### src/rtl/cdb_arbiter_pkg.sv
// Shared types and sizing for the CDB arbiter and its per-source queues.
package cdb_arbiter_pkg;

    localparam int ROB_DEPTH_BITS = 6;
    localparam int DATA_WIDTH     = 32;
    localparam int CDB_FIFO_DEPTH = 4;

    typedef enum logic {
        CDB_SRC_ALU,
        CDB_SRC_DC
    } CdbSrc;

endpackage

### src/rtl/cdb_src_fifo.sv
// Small per-source result queue: push/pop/flush with head peek and occupancy flags.
module cdb_src_fifo
    import cdb_arbiter_pkg::*;
#(
    parameter  int DEPTH  = CDB_FIFO_DEPTH,
    parameter  int TAG_W  = ROB_DEPTH_BITS,
    parameter  int DATA_W = DATA_WIDTH,
    localparam int CNT_W  = $clog2(DEPTH + 1)
) (
    input  logic              clk,
    input  logic              rst_n,
    input  logic              push,
    input  logic              pop,
    input  logic              flush,
    input  logic [TAG_W-1:0]  in_tag,
    input  logic [DATA_W-1:0] in_data,
    output logic [TAG_W-1:0]  head_tag,
    output logic [DATA_W-1:0] head_data,
    output logic [CNT_W-1:0]  count,
    output logic              full,
    output logic              empty,
    output logic              almost_full
);

    localparam int PTR_W = $clog2(DEPTH);

    logic [TAG_W-1:0]  tag_mem  [DEPTH];
    logic [DATA_W-1:0] data_mem [DEPTH];
    logic [PTR_W-1:0]  rd_ptr;
    logic [PTR_W-1:0]  wr_ptr;
    logic              do_push;
    logic              do_pop;

    assign empty       = (count == '0);
    assign full        = (count == CNT_W'(DEPTH));
    assign almost_full = (count >= CNT_W'(DEPTH - 1));

    // A full queue still accepts a push when its head leaves in the same cycle.
    assign do_pop  = pop && !empty && !flush;
    assign do_push = push && !flush && (!full || do_pop);

    assign head_tag  = tag_mem[rd_ptr];
    assign head_data = data_mem[rd_ptr];

    // Entry storage; contents are only meaningful below count, so no reset.
    always_ff @(posedge clk) begin
        if (do_push) begin
            tag_mem[wr_ptr]  <= in_tag;
            data_mem[wr_ptr] <= in_data;
        end
    end

    // Pointers wrap naturally since DEPTH is a power of two.
    always_ff @(posedge clk or negedge rst_n) begin
        if (!rst_n) begin
            rd_ptr <= '0;
            wr_ptr <= '0;
            count  <= '0;
        end else if (flush) begin
            rd_ptr <= '0;
            wr_ptr <= '0;
            count  <= '0;
        end else begin
            if (do_push) wr_ptr <= wr_ptr + 1'b1;
            if (do_pop)  rd_ptr <= rd_ptr + 1'b1;
            if (do_push && !do_pop)      count <= count + 1'b1;
            else if (do_pop && !do_push) count <= count - 1'b1;
        end
    end

endmodule

### src/rtl/cdb_arbiter.sv
// Merges ALU results and D-cache load returns onto one registered common data bus.
// Each source has a queue with same-cycle bypass; ties are settled round-robin.
module cdb_arbiter
    import cdb_arbiter_pkg::*;
#(
    parameter int DEPTH  = CDB_FIFO_DEPTH,
    parameter int TAG_W  = ROB_DEPTH_BITS,
    parameter int DATA_W = DATA_WIDTH
) (
    input  logic              clk,
    input  logic              rst_n,
    input  logic              alu_valid,
    input  logic [TAG_W-1:0]  alu_tag,
    input  logic [DATA_W-1:0] alu_result,
    input  logic              dc_valid,
    input  logic [TAG_W-1:0]  dc_tag,
    input  logic [DATA_W-1:0] dc_data,
    input  logic              flush,
    input  logic              correct_pred,
    output logic              cdb_valid,
    output logic [TAG_W-1:0]  cdb_tag,
    output logic [DATA_W-1:0] cdb_data,
    output logic              alu_stall,
    output logic              dc_stall,
    output logic              overflow
);

    localparam int CNT_W = $clog2(DEPTH + 1);

    logic [TAG_W-1:0]  alu_head_tag,  dc_head_tag;
    logic [DATA_W-1:0] alu_head_data, dc_head_data;
    logic [CNT_W-1:0]  alu_count,     dc_count;
    logic              alu_full,      dc_full;
    logic              alu_empty,     dc_empty;
    logic              alu_afull,     dc_afull;

    logic              alu_cand,      dc_cand;
    logic [TAG_W-1:0]  alu_cand_tag,  dc_cand_tag;
    logic [DATA_W-1:0] alu_cand_data, dc_cand_data;
    logic              grant_alu,     grant_dc;
    logic              alu_push,      dc_push;
    logic              alu_pop,       dc_pop;
    logic              tie;
    logic              drop;

    CdbSrc             rr_last;
    logic              vld_p1;
    logic [TAG_W-1:0]  tag_p1;
    logic [DATA_W-1:0] data_p1;

    // Mispredict-correct notifications carry nothing the bus needs.
    logic unused_inputs;
    assign unused_inputs = correct_pred ^ (^alu_count) ^ (^dc_count);

    cdb_src_fifo #(.DEPTH(DEPTH), .TAG_W(TAG_W), .DATA_W(DATA_W)) u_alu_fifo (
        .clk         (clk),
        .rst_n       (rst_n),
        .push        (alu_push),
        .pop         (alu_pop),
        .flush       (flush),
        .in_tag      (alu_tag),
        .in_data     (alu_result),
        .head_tag    (alu_head_tag),
        .head_data   (alu_head_data),
        .count       (alu_count),
        .full        (alu_full),
        .empty       (alu_empty),
        .almost_full (alu_afull)
    );

    cdb_src_fifo #(.DEPTH(DEPTH), .TAG_W(TAG_W), .DATA_W(DATA_W)) u_dc_fifo (
        .clk         (clk),
        .rst_n       (rst_n),
        .push        (dc_push),
        .pop         (dc_pop),
        .flush       (flush),
        .in_tag      (dc_tag),
        .in_data     (dc_data),
        .head_tag    (dc_head_tag),
        .head_data   (dc_head_data),
        .count       (dc_count),
        .full        (dc_full),
        .empty       (dc_empty),
        .almost_full (dc_afull)
    );

    // One slot of headroom covers the transaction already in flight.
    assign alu_stall = alu_afull;
    assign dc_stall  = dc_afull;

    // Candidate selection (queue head, else bypass), round-robin grant, queue control.
    always_comb begin
        alu_cand      = !alu_empty || alu_valid;
        alu_cand_tag  = alu_empty ? alu_tag    : alu_head_tag;
        alu_cand_data = alu_empty ? alu_result : alu_head_data;
        dc_cand       = !dc_empty || dc_valid;
        dc_cand_tag   = dc_empty ? dc_tag  : dc_head_tag;
        dc_cand_data  = dc_empty ? dc_data : dc_head_data;

        tie       = alu_cand && dc_cand;
        grant_alu = alu_cand && (!dc_cand || rr_last == CDB_SRC_DC);
        grant_dc  = dc_cand && !grant_alu;

        alu_push  = alu_valid && !(alu_empty && grant_alu);
        dc_push   = dc_valid  && !(dc_empty  && grant_dc);
        alu_pop   = grant_alu && !alu_empty;
        dc_pop    = grant_dc  && !dc_empty;

        drop      = (alu_push && alu_full && !alu_pop) ||
                    (dc_push  && dc_full  && !dc_pop);
    end

    // ---- stage p1: registered CDB, round-robin pointer, sticky overflow ----
    always_ff @(posedge clk or negedge rst_n) begin
        if (!rst_n) begin
            vld_p1   <= 1'b0;
            tag_p1   <= '0;
            data_p1  <= '0;
            rr_last  <= CDB_SRC_DC;
            overflow <= 1'b0;
        end else if (flush) begin
            vld_p1   <= 1'b0;
        end else begin
            vld_p1 <= grant_alu || grant_dc;
            if (grant_alu) begin
                tag_p1  <= alu_cand_tag;
                data_p1 <= alu_cand_data;
            end else if (grant_dc) begin
                tag_p1  <= dc_cand_tag;
                data_p1 <= dc_cand_data;
            end
            if (tie)  rr_last  <= grant_alu ? CDB_SRC_ALU : CDB_SRC_DC;
            if (drop) overflow <= 1'b1;
        end
    end

    assign cdb_valid = vld_p1;
    assign cdb_tag   = tag_p1;
    assign cdb_data  = data_p1;

endmodule

### config.mk
export PLATFORM = sky130hd
export DESIGN_NAME = cdb_arbiter
export DESIGN_NICKNAME = d
export VERILOG_FILES = /design/src/rtl/cdb_arbiter_pkg.sv /design/src/rtl/cdb_src_fifo.sv /design/src/rtl/cdb_arbiter.sv
export SDC_FILE = /design/constraint.sdc
export NUM_CORES = 1
export LEC_CHECK = 0
export ABC_AREA = 1
export BUFFER_PORTS_ARGS = -buffer_cell sky130_fd_sc_hd__buf_4
export CORE_MARGIN = 2
export CORE_UTILIZATION = 45
export DETAILED_ROUTE_END_ITERATION = 8
export SKIP_LAST_GASP = 1
export SLEW_MARGIN = 30
export SYNTH_ARGS = -nofsm -noshare
export SYNTH_HDL_FRONTEND = slang
export SYNTH_SLANG_ARGS = --single-unit
### constraint.sdc
create_clock -name clk -period 7.2 [get_ports clk]
set_input_delay 0.36 -clock clk [delete_from_list [all_inputs] [get_ports clk]]
set_output_delay 0.36 -clock clk [all_outputs]
set_load 0.01 [all_outputs]
### After elaboration in Yosys (flattened, before gate mapping)

Memories as Yosys holds them, arrays and structs flattened.
Cells that the tools add are included.

* $add $sub $neg: 8
* order comparisons: 2
* equal/unequal tests: 2
* mux-type cells: 28
* bitwise operators: 1
* reduce and logical (&&, ||, !) cells: 59

Operator list (number)
* 2-to-1 mux 32 bit: 4
* logical AND 1 bit: 25
* 2-to-1 mux 6 bit: 4
* 2-to-1 mux 3 bit: 6
* 2-to-1 mux 2 bit: 8
* zero test 1 bit: 15
* nonzero test 2 bit: 5
* adder 2 x 1 -> 2 bit (second input constant): 4
* logical OR 1 bit: 7
* adder 3 x 1 -> 3 bit (second input constant): 2
* == test 3 bit (second input constant): 2
* greater-or-equal comparator 3 x 2 -> 1 bit (second input constant): 2
* zero test 3 bit: 2
* 2-to-1 mux 1 bit: 6
* AND reduction 2 bit: 3
* nonzero test 3 bit: 2
* subtractor 3 x 1 -> 3 bit (second input constant): 2
* inverter 1 bit: 1

* bits in registers: 55
* RAM bits: 304
* bits of input ports: 82
* output and inout bits: 42
* logic and storage cells: 115
* memories kept: 4

Memory list
* u_alu_fifo.data_mem: words 4, bits a word 32, read ports 1, clocked after memory_dff 0, write ports 1, line cdb_src_fifo.sv:28 `logic [DATA_W-1:0] data_mem [DEPTH];`
* u_dc_fifo.data_mem: words 4, bits a word 32, read ports 1, clocked after memory_dff 0, write ports 1, line cdb_src_fifo.sv:28
* u_alu_fifo.tag_mem: words 4, bits a word 6, read ports 1, clocked after memory_dff 0, write ports 1, line cdb_src_fifo.sv:27 `logic [TAG_W-1:0] tag_mem [DEPTH];`
* u_dc_fifo.tag_mem: words 4, bits a word 6, read ports 1, clocked after memory_dff 0, write ports 1, line cdb_src_fifo.sv:27

### Depth between registers and ports, before layout

* depth in word-level cells: 18
* gate-level depth with buffers: 13
* gate-level depth less buffers: 13

### By module

Synthesis repeated with hierarchy kept, for this count alone.

* cell total of the unflattened synthesis: 1444
* area total of the unflattened synthesis: 15568.7 um^2

By module, submodules not included
* cdb_src_fifo at u_dc_fifo: instances 1, cells an instance 440, area each 6168.4 um^2, seq. area each 4739.5 um^2
* cdb_src_fifo at u_alu_fifo: instances 1, cells an instance 439, area each 6145.9 um^2, seq. area each 4739.5 um^2
* cdb_arbiter: instances 1, cells an instance 565, area each 3254.4 um^2, seq. area each 1027.2 um^2

### Worst setup path before layout

Ideal clock, no wire load.

* kind: reg-to-reg
* from: register u_dc_fifo.count[1]
* to: memory u_dc_fifo.data_mem[0][0] in the netlist's numbering, enable pin
* library setup time: 0.433 ns
* arrival time: 2.760 ns
* data required time: 6.767 ns
* path slack: 4.006 ns
* cell stages (with the launch flop): 9
* buffers on the path: 1
* period minus slack after synthesis: 3.194 ns
* path through: dfrtp_1 nor2_4 nand3_2 nand2_4 nand2_4 buf_6 nand2_1 nand3_2 nor2_1

* word-level cells in the longest chain between the ends: 15
* elaborated cells between the ends (all ways): 21
* those cells by class: 1 x eq/ne; 2 x mux; 18 x reduce/logical

RTL lines
* start: declaration: line cdb_src_fifo.sv:19 `output logic [CNT_W-1:0] count,`
* start signal: assignment: line cdb_src_fifo.sv:66 `if (do_push && !do_pop) count <= count + 1'b1;`
* start signal: assignment: line cdb_src_fifo.sv:67 `else if (do_pop && !do_push) count <= count - 1'b1;`
* zero test 3 bit: line cdb_src_fifo.sv:34 `assign empty = (count == '0);`
* zero test 1 bit: line cdb_src_fifo.sv:39, cdb_arbiter.sv:96, cdb_arbiter.sv:107
* logical OR 1 bit: line cdb_arbiter.sv:96 `dc_cand = !dc_empty || dc_valid;`
* zero test 1 bit: line cdb_arbiter.sv:101 `grant_alu = alu_cand && (!dc_cand || rr_last == CDB_SRC_DC);`
* logical OR 1 bit: line cdb_arbiter.sv:101
* logical AND 1 bit: line cdb_arbiter.sv:101
* zero test 1 bit: line cdb_arbiter.sv:102 `grant_dc = dc_cand && !grant_alu;`
* logical AND 1 bit: line cdb_arbiter.sv:102
* logical AND 1 bit, on equally long branches: line cdb_arbiter.sv:105, cdb_arbiter.sv:107
* zero test 1 bit or logical AND 1 bit (tied branches): line cdb_arbiter.sv:105, cdb_src_fifo.sv:39
* logical AND 1 bit, on equally long branches: line cdb_arbiter.sv:105, cdb_src_fifo.sv:39
* logical AND 1 bit or logical OR 1 bit (tied branches): line cdb_src_fifo.sv:40 `assign do_push = push && !flush && (!full || do_pop);`
* logical AND 1 bit (*): line cdb_src_fifo.sv:40
* 2-to-1 mux 1 bit (*): line cdb_src_fifo.sv:47 `if (do_push) begin`
* 2-to-1 mux 1 bit (not written as such) (*): line cdb_src_fifo.sv:49 `data_mem[wr_ptr] <= in_data;`
* end: declaration: line cdb_src_fifo.sv:28

Every way passes the cells marked *; elsewhere a longest branch is shown, timed or not.

### Worst setup path in the final report

* from: register u_alu_fifo.count[2]
* to: memory u_alu_fifo.data_mem[0][2] in the netlist's numbering, enable pin

* word-level cells in the longest chain between the ends: 11
* elaborated cells between the ends (all ways): 17
* those cells by class: 1 x eq/ne; 2 x mux; 14 x reduce/logical

RTL lines
* start: declaration: line cdb_src_fifo.sv:19
* start signal: assignment: line cdb_src_fifo.sv:66
* start signal: assignment: line cdb_src_fifo.sv:67
* zero test 3 bit: line cdb_src_fifo.sv:34
* zero test 1 bit: line cdb_src_fifo.sv:39, cdb_arbiter.sv:93, cdb_arbiter.sv:106
* logical OR 1 bit: line cdb_arbiter.sv:93 `alu_cand = !alu_empty || alu_valid;`
* logical AND 1 bit: line cdb_arbiter.sv:101
* logical AND 1 bit, on equally long branches: line cdb_arbiter.sv:104, cdb_arbiter.sv:106
* zero test 1 bit or logical AND 1 bit (tied branches): line cdb_arbiter.sv:104, cdb_src_fifo.sv:39
* logical AND 1 bit, on equally long branches: line cdb_arbiter.sv:104, cdb_src_fifo.sv:39
* logical AND 1 bit or logical OR 1 bit (tied branches): line cdb_src_fifo.sv:40
* logical AND 1 bit (*): line cdb_src_fifo.sv:40
* 2-to-1 mux 1 bit (*): line cdb_src_fifo.sv:47
* 2-to-1 mux 1 bit (not written as such) (*): line cdb_src_fifo.sv:49
* end: declaration: line cdb_src_fifo.sv:28

Marked as above.

==> results.toml <==
[floorplan]
core_sq_mm = 0.0334
io_pins = 124
initial_core_util_pct = 45.6
dieArea_sq_mm = 0.0354
die_h_microns = 188
die_x_microns = 188
num_rows = 67

[placement]
placedCellCount = 1910
routabilityCongestion = 0.828
io_buffers = 122
dp_hpwl_microns = 21800

[finish]
mostFrequentLayoutCells = "nand2_1, edfxtp_1, nand3_1, buf_4, dfrtp_1"
syn_to_final_growth_pct = 16.1
fin_cells = 1983
drive_gt1_share_pct = 14.6
antenna_cells = 0
nets = 1596
final_common_cell = "nand2_1"

[synth]
syn-cell-area_sq_mm = 0.0152
synth_nets = 1495
yosys.cell_types.count = 32
avgSynthCellArea_sq_um = 10.9
yosysSeqAreaShare_pct = 68.9
ys_ff_latch = 359
synth_cells = 1403
ys_warn_count = 0

[route]
vias = 10500
drtPass1Iterations = 5
vias_per_cell = 5.28
wl_per_cell_microns = 18.7
drtAntennaViolNets = 0
drt-total-wl_microns = 37100
dr.first_iter.drc_count = 783
drc = 0

[sta]
setup_violations = 0
finalCritPeriodShare_pct = 48.2
rsz0062_at_grt = "no"
tightest_slew_ns = 0.945
tns_ns = 0
skew_ns = 0.0110
min_period_ns = 3.47
fmax_ghz = 0.288
hold_violations = 0
slew_headroom_pct = 37.0
drv_slew = 0

[pwr]
ir_drop_mv = 0.302
leakage_uw = 0.00710
p_per_area_mw_per_mm2 = 411

[hold_path]
min_from = "alu_result[15]"
worstHoldPathType = "in -> reg"
holdPathEnd = "u_alu_fifo.data_mem[3][15]"
holdPathStages = 1

[clock_tree]
clock_latency_ns = 0.53
tritoncts = "yes"
ctsHtreeMaxLevel = 2
cts_sinks = 359
path_clk_slew_ns = 0.06
clockRootBuffer = "clkbuf_16"
cts_made_buffers = 39
clockBufferDepth = 3
cts-resized-gates = 0

[worst_setup_path]
start_kind = "flip-flop"
cp-end-kind = "flip-flop"
critical_path_class = "reg -> reg"
rr_startpoint = "u_alu_fifo.count[2]"
rrSetupSlack_ns = 3.73
critical_path_arrival_ns = 3.67
ff2ff_path_depth = 9
required_ns = 7.40
path_max_fanout = 30
r2r-end = "u_alu_fifo.data_mem[0][2]"

[global_routing]
grt_max_degree = 87
antenna_found_initial = 0
grt_use_total_pct = 21.1
grt_overflow = 0
grt_pass1_wl_microns = 57900
grt_pass1_vias = 10100

[run]
max-cap-violations = 0

[status]
status = "finished, final reports clean"
flip-flops by register name, summed over array words and instances (netlist names):
signal / cells
cdb_tag: 6
u_alu_fifo.data_mem: 128
u_alu_fifo.tag_mem: 24
u_dc_fifo.rd_ptr: 2
cdb_valid: 1
u_dc_fifo.count: 3
cdb_data: 32
u_dc_fifo.data_mem: 128
u_alu_fifo.wr_ptr: 2
overflow: 1
u_alu_fifo.count: 3
u_alu_fifo.rd_ptr: 2
u_dc_fifo.tag_mem: 24
u_dc_fifo.wr_ptr: 2
rr_last: 1
report_power, final:
group	total, uW	leakage [uW]	switching [uW]	internal [uW]
clock network	1820	0.000574	775	1040
registers	2730	0.00343	138	2590
logic	2720	0.00309	1860	852
how the worst max path moves through the flow:
stage	startpoint	end	slack (ns)	cells after the start
CTS	u_alu_fifo.count[2]	u_alu_fifo.data_mem[0][2]	3.68	9
global placement	u_alu_fifo.count[2]	u_alu_fifo.data_mem[0][27]	3.73	9
finish	u_alu_fifo.count[2]	u_alu_fifo.data_mem[0][2]	3.73	9
floorplan	u_dc_fifo.count[1]	u_dc_fifo.data_mem[0][0]	4.01	8
global route	u_alu_fifo.count[2]	u_alu_fifo.tag_mem[0][5]	3.49	9
detailed placement	u_alu_fifo.count[2]	u_alu_fifo.data_mem[0][27]	3.70	9
worst max-delay path: stages (launching register included):
cell	delay, ns
dfrtp_1	0.37
inv_1	0.10
nand2_1	0.08
buf_4	0.36
inv_2	0.20
buf_4	0.31
a21oi_2	0.26
nand2_1	0.31
nor2_4	0.68
buf_4	0.41
cell families after synthesis:
family | Yosys count | share of synthesized area, %
compound gates | 127 | 4.98
fa+ha+maj | 10 | 0.920
flops | 359 | 68.9
buf+inv | 132 | 3.81
simple gates | 773 | 21.2
xor+xnor | 2 | 0.115
final cells by class:
type	count	area [sq um]
flip-flops and latches	359	10500
multi-input cells	912	4220
repair buffers	139	1050
clock inverters	18	90.1
inverters	53	199
well taps	448	561
fillers	2930	15800
clock buffers	54	1070
metrics by stage:
step	setup WS (ns)	cell area, sq um	total power (uW)	util, %	hold WS (ns)
after detailed placement	3.70	16500	5510	49.4	0.465
after CTS	3.68	17700	7340	52.9	0.0249
after global placement	3.73	16500	5470	49.4	0.462
after global routing	3.49	17700	7760	52.9	0.0307
after floorplan	4.01	15200	4580	-	0.0644
final	3.73	17700	7260	52.9	0.0420
synthesized netlist by cell type (all sizes together):
cell     count  area share, %
a211o        1          0.057
a21o        18           0.89
a21oi       39            1.3
a31oi        1          0.041
buf         52            1.8
clkbuf      27           0.66
dfrtp       54            8.9
dfstp        1           0.17
edfxtp     304             60
fa           2           0.26
ha           8           0.66
inv         53            1.3
nand2      486             12
nand3      230            7.7
nand4        2          0.082
nor2        55            1.4
o2111ai      2           0.11
o211ai       9           0.44
o21ai       49            1.6
o21ba        8           0.53
xnor2        2           0.11
routing by layer:
layer	vias to the layer above	wire (microns)	GRT usage, %
met5	-	0	0
met4	0	1430	8.45
met3	77	2260	4.06
met2	312	17300	33.6
met1	5050	16100	28.7
li1	5027	-	-
repair_timing:
item                                    CTS  global route
hold buffers                              1             0
endpoints found under the hold margin    54             0
endpoints found under the setup margin    0             0
buffers inserted                          0             0
No activity file was read; power rests on OpenSTA's default activity.
